===== src/rtl/uart_cmd_rx_pkg.sv =====
// Shared definitions for the command-path UART.
//   CLK_PER_BIT_DEF : default bit period in clk cycles (50 MHz / 1 Mbaud);
//                     the matching transmitter uses the same value.
//   state_t         : receiver FSM state encoding.
package uart_cmd_rx_pkg;

  localparam int unsigned CLK_PER_BIT_DEF = 50;

  typedef enum logic [2:0] {
    ST_IDLE      = 3'd0,
    ST_START     = 3'd1,
    ST_DATA      = 3'd2,
    ST_STOP      = 3'd3,
    ST_WAIT_IDLE = 3'd4
  } state_t;

endpackage


===== src/rtl/uart_cmd_rx_bit_sync.sv =====
// Two-flop synchroniser for a single asynchronous input.
//   clk : destination clock
//   rst : asynchronous active-high reset; both flops load RST_VAL
//   d   : asynchronous input
//   q   : synchronised output (two clk cycles of latency)
module uart_cmd_rx_bit_sync #(
  parameter logic RST_VAL = 1'b1
) (
  input  logic clk,
  input  logic rst,
  input  logic d,
  output logic q
);

  logic meta;

  always_ff @(posedge clk or posedge rst) begin
    if (rst) begin
      meta <= RST_VAL;
      q    <= RST_VAL;
    end else begin
      meta <= d;
      q    <= meta;
    end
  end

endmodule


===== src/rtl/uart_cmd_rx.sv =====
// UART receiver (8N1, LSB first) feeding the command decoder.
//   clk       : system clock
//   rst       : asynchronous active-high reset
//   rx        : serial line, asynchronous to clk, idles high
//   data      : last correctly framed byte
//   new_data  : 1-cycle strobe, data updated this cycle
//   frame_err : 1-cycle strobe, stop bit sampled low
//   busy      : high whenever the FSM is not idle
module uart_cmd_rx
  import uart_cmd_rx_pkg::*;
#(
  parameter  int unsigned CLK_PER_BIT = CLK_PER_BIT_DEF,
  localparam int unsigned CTR_SIZE    = $clog2(CLK_PER_BIT)
) (
  input  logic       clk,
  input  logic       rst,
  input  logic       rx,
  output logic [7:0] data,
  output logic       new_data,
  output logic       frame_err,
  output logic       busy
);

  localparam logic [CTR_SIZE-1:0] HALF_M1 = CTR_SIZE'(CLK_PER_BIT / 2 - 1);
  localparam logic [CTR_SIZE-1:0] BIT_M1  = CTR_SIZE'(CLK_PER_BIT - 1);

  logic                rx_s;
  state_t              state, state_n;
  logic [CTR_SIZE-1:0] ctr, ctr_n;
  logic [2:0]          bit_idx, bit_idx_n;
  logic [7:0]          shreg, shreg_n;
  logic [7:0]          data_n;
  logic                new_data_n, frame_err_n;

  uart_cmd_rx_bit_sync #(.RST_VAL(1'b1)) u_sync (
    .clk (clk),
    .rst (rst),
    .d   (rx),
    .q   (rx_s)
  );

  always_ff @(posedge clk or posedge rst) begin
    if (rst) begin
      state     <= ST_IDLE;
      ctr       <= '0;
      bit_idx   <= '0;
      shreg     <= '0;
      data      <= '0;
      new_data  <= 1'b0;
      frame_err <= 1'b0;
      busy      <= 1'b0;
    end else begin
      state     <= state_n;
      ctr       <= ctr_n;
      bit_idx   <= bit_idx_n;
      shreg     <= shreg_n;
      data      <= data_n;
      new_data  <= new_data_n;
      frame_err <= frame_err_n;
      // Registered from the next state so busy tracks the state register exactly.
      busy      <= (state_n != ST_IDLE);
    end
  end

  always_comb begin
    state_n     = state;
    ctr_n       = ctr + 1'b1;
    bit_idx_n   = bit_idx;
    shreg_n     = shreg;
    data_n      = data;
    new_data_n  = 1'b0;
    frame_err_n = 1'b0;

    case (state)
      ST_IDLE: begin
        ctr_n = '0;
        if (!rx_s) state_n = ST_START;
      end

      // Re-check the line at mid start bit; a short low pulse is a glitch.
      ST_START: begin
        if (ctr == HALF_M1) begin
          ctr_n = '0;
          if (!rx_s) begin
            state_n   = ST_DATA;
            bit_idx_n = '0;
          end else begin
            state_n = ST_IDLE;
          end
        end
      end

      ST_DATA: begin
        if (ctr == BIT_M1) begin
          ctr_n     = '0;
          shreg_n   = {rx_s, shreg[7:1]};
          bit_idx_n = bit_idx + 3'd1;
          if (bit_idx == 3'd7) state_n = ST_STOP;
        end
      end

      // Leaving at mid stop bit lets a back-to-back start edge be caught.
      ST_STOP: begin
        if (ctr == BIT_M1) begin
          ctr_n = '0;
          if (rx_s) begin
            data_n     = shreg;
            new_data_n = 1'b1;
            state_n    = ST_IDLE;
          end else begin
            frame_err_n = 1'b1;
            state_n     = ST_WAIT_IDLE;
          end
        end
      end

      // A held-low line (break) must produce only one frame_err.
      ST_WAIT_IDLE: begin
        ctr_n = '0;
        if (rx_s) state_n = ST_IDLE;
      end

      default: begin
        ctr_n   = '0;
        state_n = ST_IDLE;
      end
    endcase
  end

endmodule


===== config.mk =====
export PLATFORM = sky130hd
export DESIGN_NAME = uart_cmd_rx
export DESIGN_NICKNAME = d
export VERILOG_FILES = /design/src/rtl/uart_cmd_rx_pkg.sv /design/src/rtl/uart_cmd_rx_bit_sync.sv /design/src/rtl/uart_cmd_rx.sv
export SDC_FILE = /design/constraint.sdc
export NUM_CORES = 1
export LEC_CHECK = 0
export CORE_ASPECT_RATIO = 1.2
export CORE_UTILIZATION = 54
export DETAILED_ROUTE_END_ITERATION = 16
export PLACE_DENSITY = 0.73
export SLEW_MARGIN = 10
export SYNTH_ARGS = -nofsm -noshare
export SYNTH_HDL_FRONTEND = slang
export SYNTH_SLANG_ARGS = --single-unit
export TNS_END_PERCENT = 1

===== constraint.sdc =====
create_clock -name clk -period 2.23 [get_ports clk]
set_clock_uncertainty 0.15 [all_clocks]
set_input_delay 0.446 -clock clk [delete_from_list [all_inputs] [get_ports clk]]
set_output_delay 0.446 -clock clk [all_outputs]
set_load 0.02 [all_outputs]

==> results.sh, run 1 <==
export IMPL_run_status="complete, no violations"
export IMPL_numCtsBuffers=5
export IMPL_synth_async_reset_ratio_pct=100
export IMPL_syn_nets=125
export IMPL_ys_ff_latch=33
export IMPL_worst_pin_slew_ns=0.395
export IMPL_seq_power_share_pct=53.9
export IMPL_final_common_cell="dfrtp_1"
export IMPL_synth_top_family_by_area="simple AND/OR/NAND/NOR gates"
export IMPL_viasPerCell=5.41
export IMPL_syn_area_per_cell_um2=12.7
export IMPL_path_class="register to register"
export IMPL_maxCapViolCount=0
export IMPL_initial_core_util_pct=57.4
export IMPL_p_sw_mw=0.286
export IMPL_design_core_area_mm2=0.00258
export IMPL_clkPwrFrac_pct=37.6
export IMPL_setup_viol=0
export IMPL_ys_flop_type="dfrtp_1"
export IMPL_end_kind="register"
export IMPL_wl_per_cell_um=14.6
export IMPL_clk_pin_slew_worst_paths_ns=0.10
export IMPL_cts_buffer_depth=2
export IMPL_slew_viol_final=0
export IMPL_drt_initial_drc_count=17
export IMPL_synth_edf_count=0
export IMPL_drive_gt1_share_pct=27.0
export IMPL_route_detailed_drc=0
export IMPL_worst_ep_arrival_time_ns=2.11
export IMPL_gp_congestion=0.931
export IMPL_antenna_found_initial=0
export IMPL_post_dp_hpwl_um=1710
export IMPL_seq_area_frac_synth_pct=56.0
export IMPL_synth_compound_area_share_pct=6.51
export IMPL_power_density_mw_per_mm2=704
export IMPL_sw_frac_of_total_pct=23.2
export IMPL_io_pins=14
export IMPL_maxSlewHeadroom_pct=73.7
export IMPL_ctsHoldBuffers=0
export IMPL_final_cells=170
export IMPL_syn_area_mm2=0.00148
export IMPL_grt_max_degree=34
export IMPL_hold_path_class="register to register"
export IMPL_fin_nets=144
export IMPL_layout_common_cells="31 x dfrtp_1, 16 x mux2_2, 13 x clkdlybuf4s50_1"
export IMPL_ant_nets=0
export IMPL_insertion_delay_ns=0.34
export IMPL_setup_worst_path_start_class="register"
export IMPL_die_area_mm2=0.00296
export IMPL_max_freq_mhz=491
export IMPL_crit_required_ns=2.30
export IMPL_die_w_um=49.8
export IMPL_leakage_nw=0.867
export IMPL_fin_crit_ns=2.04
export IMPL_cts_tree="built"
export IMPL_internal_power_mw=0.945
export IMPL_hold_viol_final=0
export IMPL_rows=20
export IMPL_combPwrFrac_pct=8.5
export IMPL_rsz0062_at_grt="no"
export IMPL_cts_setup_buffers=0
export IMPL_drtPass1Iterations=4
export IMPL_vdd_drop_max_v=0.000572
export IMPL_grt_pass1_vias=987
export IMPL_cts_sinks=33
export IMPL_dp_cells=162
export IMPL_cts_root_buf="clkbuf_4"
export IMPL_vias=920
export IMPL_synth_warnings=0
export IMPL_synth_mux_area_share_pct=12.2
export IMPL_postPlaceCellArea_mm2=0.00166
export IMPL_wirelength_um=2490
export IMPL_grt_use_total_pct=20.9
export IMPL_synthSimpleGateAreaFrac_pct=15.4
export IMPL_tns_ns=0
export IMPL_area_growth_pct=18.2
export IMPL_synth_top_cells_by_area="dfrtp_1 52%, mux2_2 12%, ha_1 4.2%, dfstp_2 3.6%, nor3_1 2.0%"
export IMPL_synth_top_area_share_pct=52.4
export IMPL_post_synth_xor_area_fraction_pct=2.37
export IMPL_grt_pass1_wl_um=4440
export IMPL_synthAdderAreaFrac_pct=4.23
export IMPL_final_area_mm2=0.00175
export IMPL_netlist_top_cell_by_area="dfrtp_1"
export IMPL_fin_crit_sh_pct=91.3
export IMPL_die_h_um=59.4
export IMPL_cts_resized=0
export IMPL_fin_util_pct=67.9
export IMPL_timing_hold_ws_ns=0.212
export IMPL_synth_cell_types=36
export IMPL_h_tree_depth=2
export IMPL_synthCells=117
export IMPL_overflow=0
export IMPL_numPortBuffers=13
export IMPL_n_antenna_cell=0
export IMPL_crit_fanout=6
## through the flow
step / power [mW] / setup WS (ns)
after detailed placement: 0.780 / 0.203
after global routing: 1.29 / 0.00772
after global placement: 0.773 / 0.243
after floorplan: 0.750 / 0.279
after CTS: 1.25 / 0.191
final: 1.23 / 0.194
## registers in the layout, indices dropped and copies added (netlist names)
name,flops
ctr,6
state,3
bit_idx,3
data,8
shreg,8
frame_err,1
u_sync.meta,1
busy,1
u_sync.q,1
new_data,1
## final cells by class
cell class / count / area [µm²]
clock inverter: 1 / 30.0
fill: 193 / 828
clock buffer: 7 / 55.1
timing repair buffer: 17 / 160
multi-input combinational: 72 / 608
sequential: 33 / 828
tap: 33 / 41.3
inverter: 7 / 26.3
## path summary, 6_finish.rpt
check / startpoint / to / slack, ns / cells after the start
min in group asynchronous: rst / shreg[6] / 0.33 / 3
hold reg to reg: u_sync.meta / u_sync.q / 0.21 / 0
hold / removal: u_sync.meta / u_sync.q / 0.21 / 0
max in group asynchronous: rst / u_sync.meta / 1.28 / 3
setup / recovery: ctr[1] / bit_idx[2] / 0.19 / 6
setup reg to reg: ctr[1] / bit_idx[2] / 0.19 / 6
## cell families after synthesis
group                      Yosys count
AOI/OAI and AO/OA                   15
muxes                               16
and+or+nand+nor                     32
adders and majority gates            5
xor gates and xnor gates             4
buffers and inverters               12
DFF                                 33
## metal layers
| layer | global-route usage, % | vias to the layer above | wire, µm |
|---|---|---|---|
| met5 | 0 | - | 0 |
| met2 | 31.1 | 22 | 1200 |
| met4 | 10.6 | 0 | 29 |
| met1 | 26.7 | 441 | 1140 |
| li1 | - | 453 | - |
| met3 | 8.21 | 4 | 115 |
## power by group through the flow
stage / Combinational [mW] / Clock (mW) / Sequential [mW]
detailed placement: 0.106 / 0 / 0.674
floorplan: 0.0942 / 0 / 0.656
global route: 0.119 / 0.498 / 0.672
global placement: 0.100 / 0 / 0.673
finish: 0.105 / 0.463 / 0.664
CTS: 0.106 / 0.478 / 0.663
## worst max-delay path, stage by stage, from the launching register on
cell	delay (ns)
dfrtp_1	0.40
inv_1	0.08
ha_1	0.18
nand4b_4	0.14
or4b_2	0.62
a21oi_1	0.24
o21ai_0	0.11
## synthesized netlist by cell type (3+ instances only)
cell / number
dfrtp_1: 31
mux2_2: 16
inv_1: 7
nor3_1: 6
ha_1: 5
o21ai_0: 5
a21oi_1: 4
nand2_1: 4
nor2_1: 4
clkbuf_1: 3
nand3_1: 3
(Power assumes the default switching activity.)
==> run 2: changes to the inputs <==
--- a/config.mk
+++ b/config.mk
@@ -5,10 +5,12 @@
 export SDC_FILE = /design/constraint.sdc
 export NUM_CORES = 1
 export LEC_CHECK = 0
+export CAP_MARGIN = 20
 export CORE_ASPECT_RATIO = 1.2
 export CORE_UTILIZATION = 54
 export DETAILED_ROUTE_END_ITERATION = 16
 export PLACE_DENSITY = 0.73
+export SKIP_CTS_REPAIR_TIMING = 1
 export SLEW_MARGIN = 10
 export SYNTH_ARGS = -nofsm -noshare
 export SYNTH_HDL_FRONTEND = slang
==> results of run 2 <==
The final DEF is identical to that of run 1; final timing and power are the same.
